===== config.mk =====
export PLATFORM = sky130hd
export DESIGN_NAME = mem_port_arbiter
export DESIGN_NICKNAME = d
export VERILOG_FILES = /design/src/rtl/mem_port_arbiter.sv
export SDC_FILE = /design/constraint.sdc
export NUM_CORES = 1
export LEC_CHECK = 0
export BUFFER_PORTS_ARGS = -buffer_cell sky130_fd_sc_hd__buf_4
export CORE_UTILIZATION = 49
export DETAILED_ROUTE_END_ITERATION = 16
export PLACE_DENSITY = 0.86
export SLEW_MARGIN = 40
export SYNTH_ARGS = -nofsm -noshare
export SYNTH_HDL_FRONTEND = slang
export SYNTH_SLANG_ARGS = --single-unit

===== constraint.sdc =====
create_clock -name i_clk -period 3 [get_ports i_clk]
set_input_delay 0.3 -clock i_clk [delete_from_list [all_inputs] [get_ports i_clk]]
set_output_delay 0.3 -clock i_clk [all_outputs]
set_load 0.03 [all_outputs]

===== src/rtl/mem_port_arbiter.sv =====
// mem_port_arbiter: arbitrates an instruction-fetch read port and a data
// read/write port onto one classic Wishbone master.
//
// Ports:
//   i_clk, i_reset_n            clock, synchronous active-low reset
//   i_ireq_* / o_ireq_ready     fetch request (read only), one-cycle accept pulse
//   o_iresp_*                   fetch response pulse, error flag, held read data
//   i_dreq_* / o_dreq_ready     data request (read/write), one-cycle accept pulse
//   o_dresp_*                   data response pulse, error flag, held read data
//   o_bus_* / i_bus_*           Wishbone master signals, o_bus_cachable for the region
//   o_busy                      high whenever a transaction is in progress
//
// Address map (upper bounds exclusive):
//   < 0x2000_0000 RAM (cachable), < 0x2800_0000 CSR, < 0x3000_0000 UART,
//   < 0x3800_0000 VGA/GPIO, < 0x4000_0000 QSPI, everything above is unmapped.
module mem_port_arbiter #(
  parameter int unsigned TIMEOUT = 255
) (
  input  logic        i_clk,
  input  logic        i_reset_n,

  input  logic        i_ireq_valid,
  input  logic [31:0] i_ireq_addr,
  output logic        o_ireq_ready,
  output logic        o_iresp_valid,
  output logic        o_iresp_err,
  output logic [31:0] o_iresp_data,

  input  logic        i_dreq_valid,
  input  logic        i_dreq_we,
  input  logic [31:0] i_dreq_addr,
  input  logic [31:0] i_dreq_wdata,
  input  logic [3:0]  i_dreq_sel,
  output logic        o_dreq_ready,
  output logic        o_dresp_valid,
  output logic        o_dresp_err,
  output logic [31:0] o_dresp_data,

  output logic        o_bus_cyc,
  output logic        o_bus_stb,
  output logic        o_bus_we,
  output logic [31:0] o_bus_addr,
  output logic [31:0] o_bus_data,
  output logic [3:0]  o_bus_sel,
  input  logic        i_bus_ack,
  input  logic [31:0] i_bus_data,
  output logic        o_bus_cachable,
  output logic        o_busy
);

  localparam logic [31:0] RamEnd    = 32'h2000_0000;
  localparam logic [31:0] MappedEnd = 32'h4000_0000;

  // Counter only needs to reach TIMEOUT-1: the cycle that would make it
  // TIMEOUT is the one that fires the timeout.
  localparam int unsigned CntW = (TIMEOUT < 2) ? 1 : $clog2(TIMEOUT);
  localparam logic [CntW-1:0] CntLast = CntW'(TIMEOUT - 1);

  typedef enum logic [1:0] {StIdle, StBus, StErr} state_e;

  state_e          state_q, state_d;
  logic [CntW-1:0] cnt_q, cnt_d;
  logic            last_data_q, last_data_d;  // last grant went to the data port
  logic            port_data_q, port_data_d;  // current transaction owner
  logic            bus_we_q, bus_we_d;
  logic [31:0]     bus_addr_q, bus_addr_d;
  logic [31:0]     bus_data_q, bus_data_d;
  logic [3:0]      bus_sel_q, bus_sel_d;
  logic            cach_q, cach_d;
  logic            iresp_valid_q, iresp_valid_d;
  logic            iresp_err_q, iresp_err_d;
  logic [31:0]     iresp_data_q, iresp_data_d;
  logic            dresp_valid_q, dresp_valid_d;
  logic            dresp_err_q, dresp_err_d;
  logic [31:0]     dresp_data_q, dresp_data_d;

  logic        gnt_i, gnt_d;
  logic        req_we;
  logic [31:0] req_addr, req_data;
  logic [3:0]  req_sel;
  logic        req_mapped, req_cach;
  logic        resp_fire, resp_err, resp_to_data;
  logic [31:0] resp_data;

  // Arbitration: only in IDLE and never while reset is held.
  always_comb begin
    gnt_i = 1'b0;
    gnt_d = 1'b0;
    if (state_q == StIdle && i_reset_n) begin
      if (i_ireq_valid && i_dreq_valid) begin
        gnt_d = ~last_data_q;
        gnt_i = last_data_q;
      end else begin
        gnt_i = i_ireq_valid;
        gnt_d = i_dreq_valid;
      end
    end
  end

  // Fields of the winning request; fetches are always full-word reads.
  always_comb begin
    req_addr   = gnt_d ? i_dreq_addr : i_ireq_addr;
    req_we     = gnt_d & i_dreq_we;
    req_data   = gnt_d ? i_dreq_wdata : 32'h0;
    req_sel    = gnt_d ? i_dreq_sel : 4'hF;
    req_mapped = req_addr < MappedEnd;
    req_cach   = req_addr < RamEnd;
  end

  always_comb begin
    state_d       = state_q;
    cnt_d         = cnt_q;
    last_data_d   = last_data_q;
    port_data_d   = port_data_q;
    bus_we_d      = bus_we_q;
    bus_addr_d    = bus_addr_q;
    bus_data_d    = bus_data_q;
    bus_sel_d     = bus_sel_q;
    cach_d        = cach_q;
    iresp_valid_d = 1'b0;
    iresp_err_d   = 1'b0;
    iresp_data_d  = iresp_data_q;
    dresp_valid_d = 1'b0;
    dresp_err_d   = 1'b0;
    dresp_data_d  = dresp_data_q;
    resp_fire     = 1'b0;
    resp_err      = 1'b0;
    resp_data     = 32'h0;
    resp_to_data  = port_data_q;

    unique case (state_q)
      StIdle: begin
        if (gnt_i || gnt_d) begin
          last_data_d = gnt_d;
          port_data_d = gnt_d;
          bus_we_d    = req_we;
          bus_addr_d  = req_addr;
          bus_data_d  = req_data;
          bus_sel_d   = req_sel;
          cach_d      = req_cach;
          cnt_d       = '0;
          if (req_mapped) begin
            state_d = StBus;
          end else begin
            state_d      = StErr;
            resp_fire    = 1'b1;
            resp_err     = 1'b1;
            resp_to_data = gnt_d;
          end
        end
      end
      StBus: begin
        // Ack is checked first so it wins against a simultaneous timeout.
        if (i_bus_ack) begin
          state_d   = StIdle;
          resp_fire = 1'b1;
          resp_data = bus_we_q ? 32'h0 : i_bus_data;
        end else if (cnt_q == CntLast) begin
          state_d   = StErr;
          resp_fire = 1'b1;
          resp_err  = 1'b1;
        end else begin
          cnt_d = cnt_q + CntW'(1);
        end
      end
      StErr: begin
        state_d = StIdle;
      end
      default: begin
        state_d = StIdle;
      end
    endcase

    if (resp_fire) begin
      if (resp_to_data) begin
        dresp_valid_d = 1'b1;
        dresp_err_d   = resp_err;
        dresp_data_d  = resp_data;
      end else begin
        iresp_valid_d = 1'b1;
        iresp_err_d   = resp_err;
        iresp_data_d  = resp_data;
      end
    end
  end

  always_ff @(posedge i_clk) begin
    if (!i_reset_n) begin
      state_q       <= StIdle;
      cnt_q         <= '0;
      last_data_q   <= 1'b0;
      port_data_q   <= 1'b0;
      bus_we_q      <= 1'b0;
      bus_addr_q    <= 32'h0;
      bus_data_q    <= 32'h0;
      bus_sel_q     <= 4'h0;
      cach_q        <= 1'b0;
      iresp_valid_q <= 1'b0;
      iresp_err_q   <= 1'b0;
      iresp_data_q  <= 32'h0;
      dresp_valid_q <= 1'b0;
      dresp_err_q   <= 1'b0;
      dresp_data_q  <= 32'h0;
    end else begin
      state_q       <= state_d;
      cnt_q         <= cnt_d;
      last_data_q   <= last_data_d;
      port_data_q   <= port_data_d;
      bus_we_q      <= bus_we_d;
      bus_addr_q    <= bus_addr_d;
      bus_data_q    <= bus_data_d;
      bus_sel_q     <= bus_sel_d;
      cach_q        <= cach_d;
      iresp_valid_q <= iresp_valid_d;
      iresp_err_q   <= iresp_err_d;
      iresp_data_q  <= iresp_data_d;
      dresp_valid_q <= dresp_valid_d;
      dresp_err_q   <= dresp_err_d;
      dresp_data_q  <= dresp_data_d;
    end
  end

  assign o_ireq_ready   = gnt_i;
  assign o_dreq_ready   = gnt_d;
  assign o_iresp_valid  = iresp_valid_q;
  assign o_iresp_err    = iresp_err_q;
  assign o_iresp_data   = iresp_data_q;
  assign o_dresp_valid  = dresp_valid_q;
  assign o_dresp_err    = dresp_err_q;
  assign o_dresp_data   = dresp_data_q;
  assign o_bus_cyc      = (state_q == StBus);
  assign o_bus_stb      = (state_q == StBus);
  assign o_bus_we       = bus_we_q;
  assign o_bus_addr     = bus_addr_q;
  assign o_bus_data     = bus_data_q;
  assign o_bus_sel      = bus_sel_q;
  assign o_bus_cachable = cach_q;
  assign o_busy         = (state_q != StIdle);

endmodule


==> summary.txt, run 1 <==
Place
  • Cell total after placement: 956
  • Routability cong.: 0.832
  • Final HPWL from detailed placement: 12100 um
  • Number of buffers added on ports: 280

Synth
  • Synth area leader: dfxtp_1
  • Top-count cell post-synth: dfxtp_1
  • Mapped Cells: 571
  • EDFF count, synth: 0
  • #FFs+latches synth: 149
  • Synth Warn #: 0
  • Post-synth top area share: 54.2%
  • Number of library cell types mapped by synthesis: 47
  • Top cells by count, synth: 149 x dfxtp_1, 130 x nand2_1, 65 x a22o_1, 35 x o21ai_0, 34 x mux2i_1
  • Async set-or-reset flop fraction in the synthesized netlist: 0%
  • Avg Inst Size Synth: 9.64 um^2
  • Cell Area, Synth: 5500 um^2
  • Post-synthesis sequential area ratio: 54.2%
  • Main flop type after synthesis: dfxtp_1
  • Main area contributors after synthesis: dfxtp_1 54%, a22o_1 10%, nand2_1 8.9%, mux2i_1 6.2%, a31oi_1 3.4%
  • Syn Nets: 711

Min path
  • Hold Crit Class: primary input to flop

Detailed routing
  • Detailed Route Iter0 Violations: 431
  • Post-Route WL: 19900 um
  • DRC Markers: 0
  • Via Count: 5855
  • Vias per cell: 5.58
  • WL per Instance: 18.9 um
  • Pre-Repair DR Iteration Count: 7
  • Routed Antenna Nets: 0

Clock tree
  • H-tree Lvls: 4
  • TritonCTS Buffers: 17
  • Clk slew on worst S/H paths: 0.06 ns
  • Clk_lat worst skew: 0.53 ns
  • Root buffer cell: clkbuf_8
  • Max clock buf depth: 2
  • CTS tree: built
  • CTS Sinks: 149

Cells and area
  • Nets: 1037
  • Layout cells sized above 1: 36.7%
  • Multi-input gate area: 2300 um^2
  • Non-filler cells, final: 1050
  • Antenna Cells: 0
  • P&R area growth vs syn: 62.2%
  • Storage element area: 2980 um^2
  • FILL cells: 623

Floorplan
  • # IOs: 281
  • Full die area: 11700 um^2
  • Starting Density: 50.6%
  • Rows: 38
  • Core Box Area: 10900 um^2
  • DIE HEIGHT: 108 um
  • Die width: 108 um

Global route
  • Global Route Usage Sum: 33.4%
  • First-pass GRT wire length: 29500 um
  • Number of global-route vias before repair: 5752
  • Gr ovfl total: 0
  • Largest net degree at the start of global routing: 68
  • Initial antenna violation count: 0

Setup path
  • Worst EP required: 2.70 ns
  • Kind of critical path: flop to output port
  • Worst-path maximum fanout: 26
  • R2r setup slk: 0.80 ns
  • Worst Setup End Kind: output port
  • WP data arrival: 2.31 ns
  • Worst setup SP type: flop

Pwr
  • Leakage power: 4.21 nW
  • Pwr per Cell Area: 602 nW/um^2
  • Max VDD drop: 0.458 mV

STA
  • Hold Fails Final Rpt: 0
  • Fmax: 383 MHz
  • Crit share post-route: 87.0%
  • Slew margin rel.: 50.4%
  • Worst-Margin Slew: 0.738 ns
  • Slew Limit Fails: 0
  • Skew final: 0.00807 ns
  • Fin crit period: 2.61 ns
  • Setup TNS Final: 0 ns
  • Final setup vio count: 0
  • RSZ-0062 raised after global routing: no

Run status
  • Status: complete, no violations

Job
  • Max-cap violations: 0
==> cells in the final DEF (no fill, tap or decap), types with 4 or more instances in the layout <==
| cell | Yosys | routed |
|---|---|---|
| nand3_1 | 7 | 7 |
| or3_1 | 4 | 4 |
| nor2_1 | 17 | 16 |
| clkinvlp_4 | 0 | 4 |
| dlygate4sd3_1 | 0 | 62 |
| mux2i_1 | 34 | 34 |
| dfxtp_1 | 149 | 149 |
| buf_4 | 2 | 290 |
| nand2_1 | 130 | 130 |
| clkbuf_16 | 0 | 16 |
| a21oi_1 | 8 | 8 |
| inv_1 | 5 | 5 |
| a22o_1 | 65 | 65 |
| a31oi_1 | 30 | 30 |
| bufinv_16 | 0 | 5 |
| o21ai_0 | 35 | 35 |
==> power by group <==
| part | leakage [nW] | internal (mW) | switching (mW) | total [mW] |
|---|---|---|---|---|
| clock network | 0.306 | 1.48 | 0.831 | 2.31 |
| logic | 2.69 | 0.402 | 0.525 | 0.927 |
| registers | 1.21 | 2.08 | 0.0651 | 2.15 |
==> cells by family (layout without fill, tap and decap cells) <==
group	Yosys count	after routing	synth area share, %
AND/OR/NAND/NOR	174	174	13.6
AO/OA/AOI/OAI	157	157	20.4
flip-flops	149	149	54.2
buffers and inverters	52	391	4.64
multiplexers	34	34	6.18
XOR/XNOR	3	3	0.477
adder cells (fa/ha/maj)	2	2	0.455
==> metal layers <==
| layer | vias to the layer above | part of all wire (%) | global-route usage [%] |
|---|---|---|---|
| li1 | 2680 | - | - |
| met1 | 2789 | 36 | 34.8 |
| met2 | 329 | 51 | 59.6 |
| met3 | 57 | 8.7 | 10.4 |
| met4 | 0 | 3.9 | 18.5 |
| met5 | - | 0 | 0 |
==> registers in the layout (all words and copies together) (netlist names) <==
signal / flops
cnt_q: 8
o_iresp_err: 1
o_dresp_data: 32
o_iresp_valid: 1
o_bus_sel: 4
state_q: 2
o_bus_data: 32
o_dresp_valid: 1
o_bus_we: 1
o_dresp_err: 1
o_iresp_data: 32
o_bus_cachable: 1
o_bus_addr: 32
port_data_q: 1
==> stage by stage <==
stage               util, %  area, um^2  hold WS, ns  total power, mW  setup slack (ns)
global route           82.0        8930      0.00521             5.54             0.280
CTS                    82.0        8930     0.000516             5.36             0.374
detailed placement     70.4        7660        0.456             3.02             0.726
floorplan                 -        5500        0.426             2.64              1.13
global placement       70.3        7650        0.445             3.00             0.751
finish                 82.0        8930       0.0258             5.38             0.391
==> path summary, 6_finish.rpt <==
path / endpoint / cells past startpoint / from
setup reg to reg: o_bus_addr[0] / 6 / state_q[0]
hold reg to reg: o_dresp_data[17] / 2 / o_dresp_data[17]
hold / removal: o_iresp_data[31] / 2 / i_bus_data[31]
setup / recovery: o_dreq_ready / 4 / state_q[0]
==> what timing repair did <==
item | in CTS | in global routing
endpoints found under the setup margin | 0 | 0
buffers inserted | 0 | 0
resized for setup | 0 | 0
hold buffers | 62 | 0
endpoints found under the hold margin | 62 | 0
==> worst max-delay path: stages (launching register included) <==
cell and delay, ns:
dfxtp_1 0.38, nor3b_1 0.33, nand2_1 0.32, inv_2 0.48, buf_4 0.26
==> area by class of cell <==
cell class / count / share of cell area [%]
timing repair buffer: 352 / 31.3
tap: 140 / 1.96
sequential: 149 / 33.4
clock buffer: 19 / 4.95
multi-input combinational: 370 / 25.8
inverter: 7 / 0.294
clock inverter: 13 / 2.28
No activity file was read; power rests on OpenSTA's default activity.
==> run 2: changes to the inputs <==
--- a/config.mk
+++ b/config.mk
@@ -5,10 +5,11 @@
 export SDC_FILE = /design/constraint.sdc
 export NUM_CORES = 1
 export LEC_CHECK = 0
+export ABC_AREA = 1
 export BUFFER_PORTS_ARGS = -buffer_cell sky130_fd_sc_hd__buf_4
-export CORE_UTILIZATION = 49
+export CORE_UTILIZATION = 51
 export DETAILED_ROUTE_END_ITERATION = 16
-export PLACE_DENSITY = 0.86
+export PLACE_DENSITY = 0.87
 export SLEW_MARGIN = 40
 export SYNTH_ARGS = -nofsm -noshare
 export SYNTH_HDL_FRONTEND = slang
==> run 2 against run 1 <==
  * Global-route usage down 4.5 points
  * Non-clock buffer count down 61
  * Combinational power up 41%
  * Clock-buffer cell count up 4
  * Clock power down 7%
  * Critical path depth up 3
  * Flip-flop and latch count unchanged
  * Utilization down 5.8 points
  * Cell count up 16%
  * Routed wire length down 9.6%
  * Worst hold slack better by 0.067 ns
  * Fmax up 0.80%
  * Largest power group is now sequential cells
  * Highest routed layer unchanged
==> summary.txt, run 2 <==
Run status
  • Status: complete, no violations (unchanged)

Min path
  • Worst hold start: i_dreq_wdata[16] (was i_bus_data[31])
  • Hold depth: 2 (unchanged)
  • Hold path endpoint: o_bus_data[16] (was o_iresp_data[31])
  • Hold Crit Class: primary input to flop (unchanged)

Synth
  • #FFs+latches synth: 149 (unchanged)
  • Avg Inst Size Synth: 7.60 um^2 (was 9.64 um^2)
  • Synth Warn #: 0 (unchanged)
  • Async set-or-reset flop fraction in the synthesized netlist: 0% (unchanged)
  • Synth area leader: dfxtp_1 (unchanged)
  • Top cells by count, synth: 161 x nand2_1, 149 x dfxtp_1, 123 x nand3_1, 87 x nor2_1, 68 x inv_1 (was 149 x dfxtp_1, 130 x nand2_1, 65 x a22o_1, 35 x o21ai_0, 34 x mux2i_1)
  • Mapped Cells: 819 (was 571)
  • Syn Nets: 959 (was 711)
  • Top-count cell post-synth: nand2_1 (was dfxtp_1)
  • Main area contributors after synthesis: dfxtp_1 48%, nand3_1 9.9%, nand2_1 9.7%, nor2_1 5.2%, a21oi_1 5.1% (was dfxtp_1 54%, a22o_1 10%, nand2_1 8.9%, mux2i_1 6.2%, a31oi_1 3.4%)
  • Main flop type after synthesis: dfxtp_1 (unchanged)
  • EDFF count, synth: 0 (unchanged)
  • Number of library cell types mapped by synthesis: 29 (was 47)
  • Post-synthesis sequential area ratio: 47.9% (was 54.2%)
  • Post-synth top area share: 47.9% (was 54.2%)
  • Cell Area, Synth: 6220 um^2 (was 5500 um^2)

Setup path
  • Worst-path maximum fanout: 64 (was 26)
  • Kind of critical path: flop to output port (unchanged)
  • CP Buf/Inv Count: 4 (was 2)
  • Worst stage delay on the critical path: 0.54 ns (was 0.48 ns)
  • Crit Reg-Reg Endpoint: o_dresp_data[19] (was o_bus_addr[0])
  • Worst EP required: 2.70 ns (about the same)
  • CP top delay family: buffers and inverters (unchanged)
  • CP Launch Point: state_q[0] (unchanged)
  • R2r setup slk: 0.45 ns (was 0.80 ns)
  • WP data arrival: 2.29 ns (was 2.31 ns)
  • CP cell instances: inv_1 > nand2_2 > nor2_4 > nand2_2 > inv_2 > buf_4 > buf_4 (was nor3b_1 > nand2_1 > inv_2 > buf_4)
  • Reg-to-reg critical path startpoint: state_q[0] (unchanged)
  • Worst Setup End Kind: output port (unchanged)
  • CP max-delay cell: buf_4 (was inv_2)
  • Worst setup SP type: flop (unchanged)
  • FF-to-FF path depth: 13 (was 6)

Detailed routing
  • Post-Route WL: 18000 um (was 19900 um)
  • Routed met1 length: 7110 um (was 7170 um)
  • WL per Instance: 14.8 um (was 18.9 um)
  • DRC Markers: 0 (unchanged)
  • Pre-Repair DR Iteration Count: 6 (was 7)
  • Routed met2 length: 8720 um (was 10200 um)
  • Via Count: 6418 (was 5855)
  • Detailed Route Iter0 Violations: 672 (was 431)
  • Vias per cell: 5.26 (was 5.58)
  • Routed Antenna Nets: 0 (unchanged)
  • Top Layer Used: met4 (unchanged)
  • Met3 WL post-DR: 1640 um (was 1720 um)

Cells and area
  • Commonest non-fill, non-tap cell in the layout: buf_4 (unchanged)
  • Nets: 1203 (was 1037)
  • Most frequent cells in the layout: 289 x buf_4, 159 x nand2_1, 149 x dfxtp_1 (was 290 x buf_4, 149 x dfxtp_1, 130 x nand2_1)
  • P&R area growth vs syn: 42.9% (was 62.2%)
  • Antenna Cells: 0 (unchanged)
  • Layout cells sized above 1: 31.8% (was 36.7%)

Global route
  • Number of global-route vias before repair: 5842 (was 5752)
  • Gr ovfl total: 0 (unchanged)
  • Largest net degree at the start of global routing: 101 (was 68)
  • Global Route Usage Sum: 28.9% (was 33.4%)
  • First-pass GRT wire length: 28800 um (was 29500 um)
  • Initial antenna violation count: 0 (unchanged)

Floorplan
  • Full die area: 12600 um^2 (was 11700 um^2)
  • # IOs: 281 (unchanged)
  • DIE HEIGHT: 112 um (was 108 um)
  • Core Box Area: 11700 um^2 (was 10900 um^2)
  • Starting Density: 53.4% (was 50.6%)
  • Die width: 112 um (was 108 um)
  • Rows: 39 (was 38)

STA
  • RSZ-0062 raised after global routing: no (unchanged)
  • Slew Limit Fails: 0 (unchanged)
  • Fmax: 386 MHz (was 383 MHz)
  • Setup TNS Final: 0 ns (unchanged)
  • Hold Fails Final Rpt: 0 (unchanged)
  • Fin crit period: 2.59 ns (was 2.61 ns)
  • Slew margin rel.: 50.7% (was 50.4%)
  • Worst-Margin Slew: 0.740 ns (was 0.738 ns)
  • Skew final: 0.00644 ns (was 0.00807 ns)
  • Final setup vio count: 0 (unchanged)
  • Crit share post-route: 86.3% (was 87.0%)

Pwr
  • Leakage power: 4.45 nW (was 4.21 nW)
  • Design Power: 5.69 mW (was 5.38 mW)
  • Max VDD drop: 0.339 mV (was 0.458 mV)
  • Pwr per Cell Area: 640 nW/um^2 (was 602 nW/um^2)

Clock tree
  • CTS Sinks: 149 (unchanged)
  • H-tree Lvls: 4 (unchanged)
  • Root buffer cell: clkbuf_16 (was clkbuf_8)
  • Max clock buf depth: 2 (unchanged)
  • TritonCTS Buffers: 17 (unchanged)
  • Hold buffer count at cts: 0 (was 62)
  • Clk_lat worst skew: 0.42 ns (was 0.53 ns)
  • CTS tree: built (unchanged)
  • Setup bufs post-CTS: 0 (unchanged)
  • Clk slew on worst S/H paths: 0.06 ns (about the same)

Place
  • Number of buffers added on ports: 280 (unchanged)
  • Routability cong.: 0.832 (about the same)
  • Final HPWL from detailed placement: 12400 um (was 12100 um)

Job
  • Max-cap violations: 0 (unchanged)
run 2: power by group:
part	internal (mW)	leakage [nW]	total (mW)	switching (mW)
registers	2.14	1.22	2.24	0.0942
logic	0.499	2.94	1.31	0.806
clock network	1.37	0.293	2.15	0.782
run 2: final cells by class:
cell class,count,area (um^2)
sequential,149,2980
fill,896,2770
multi-input combinational,533,2660
timing repair buffer,291,2200
clock buffer,23,478
inverter,71,267
tap,143,179
clock inverter,9,125
run 2: what timing repair did:
| action | in CTS | in global routing |
|---|---|---|
| endpoints found under the setup margin | 0 | 6 |
| hold endpoints to repair | 0 | 0 |
| gates resized for setup | 0 | 1 |
run 2: layer usage:
layer	global-route usage, %	up-vias
met5	0	-
met3	7.61	34
met4	13.3	0
met1	34.8	2907
li1	-	3191
met2	48.5	286
run 2: stage by stage:
stage | setup WS [ns] | cell area, um^2 | hold WS [ns] | cells | utilization [%]
final | 0.412 | 8890 | 0.0925 | 1219 | 76.2
after global routing | 0.159 | 8890 | 0.0841 | 1219 | 76.2
after CTS | 0.325 | 8880 | 0.0744 | 1219 | 76.2
after detailed placement | 0.304 | 8280 | 0.441 | 1187 | 71.0
after global placement | 0.415 | 8280 | 0.446 | 1187 | 71.0
after floorplan | 1.27 | 6220 | 0.433 | 819 | -
run 2: kinds of logic (layout without fill, tap and decap cells):
logic type | after synthesis | count (layout) | share of synthesized area [%]
simple gates | 386 | 386 | 26.5
flops | 149 | 149 | 47.9
compound gates | 144 | 144 | 15.2
buf+inv | 137 | 394 | 9.75
fa+ha+maj | 2 | 2 | 0.402
xor+xnor | 1 | 1 | 0.141
run 2: worst max-delay path by stage:
stage / endpoint / cells past startpoint
floorplan: o_bus_stb / 4
global placement: o_iresp_data[23] / 13
detailed placement: o_iresp_data[12] / 13
CTS: o_iresp_data[12] / 13
global route: o_iresp_data[12] / 13
finish: o_dreq_ready / 7
run 2: worst register-to-register path: cells and delay by family (launching register included):
kind / cells / cell delay (ns)
and+or+nand+nor: 11 / 1.56
buffers and inverters: 2 / 0.60
DFF: 1 / 0.29
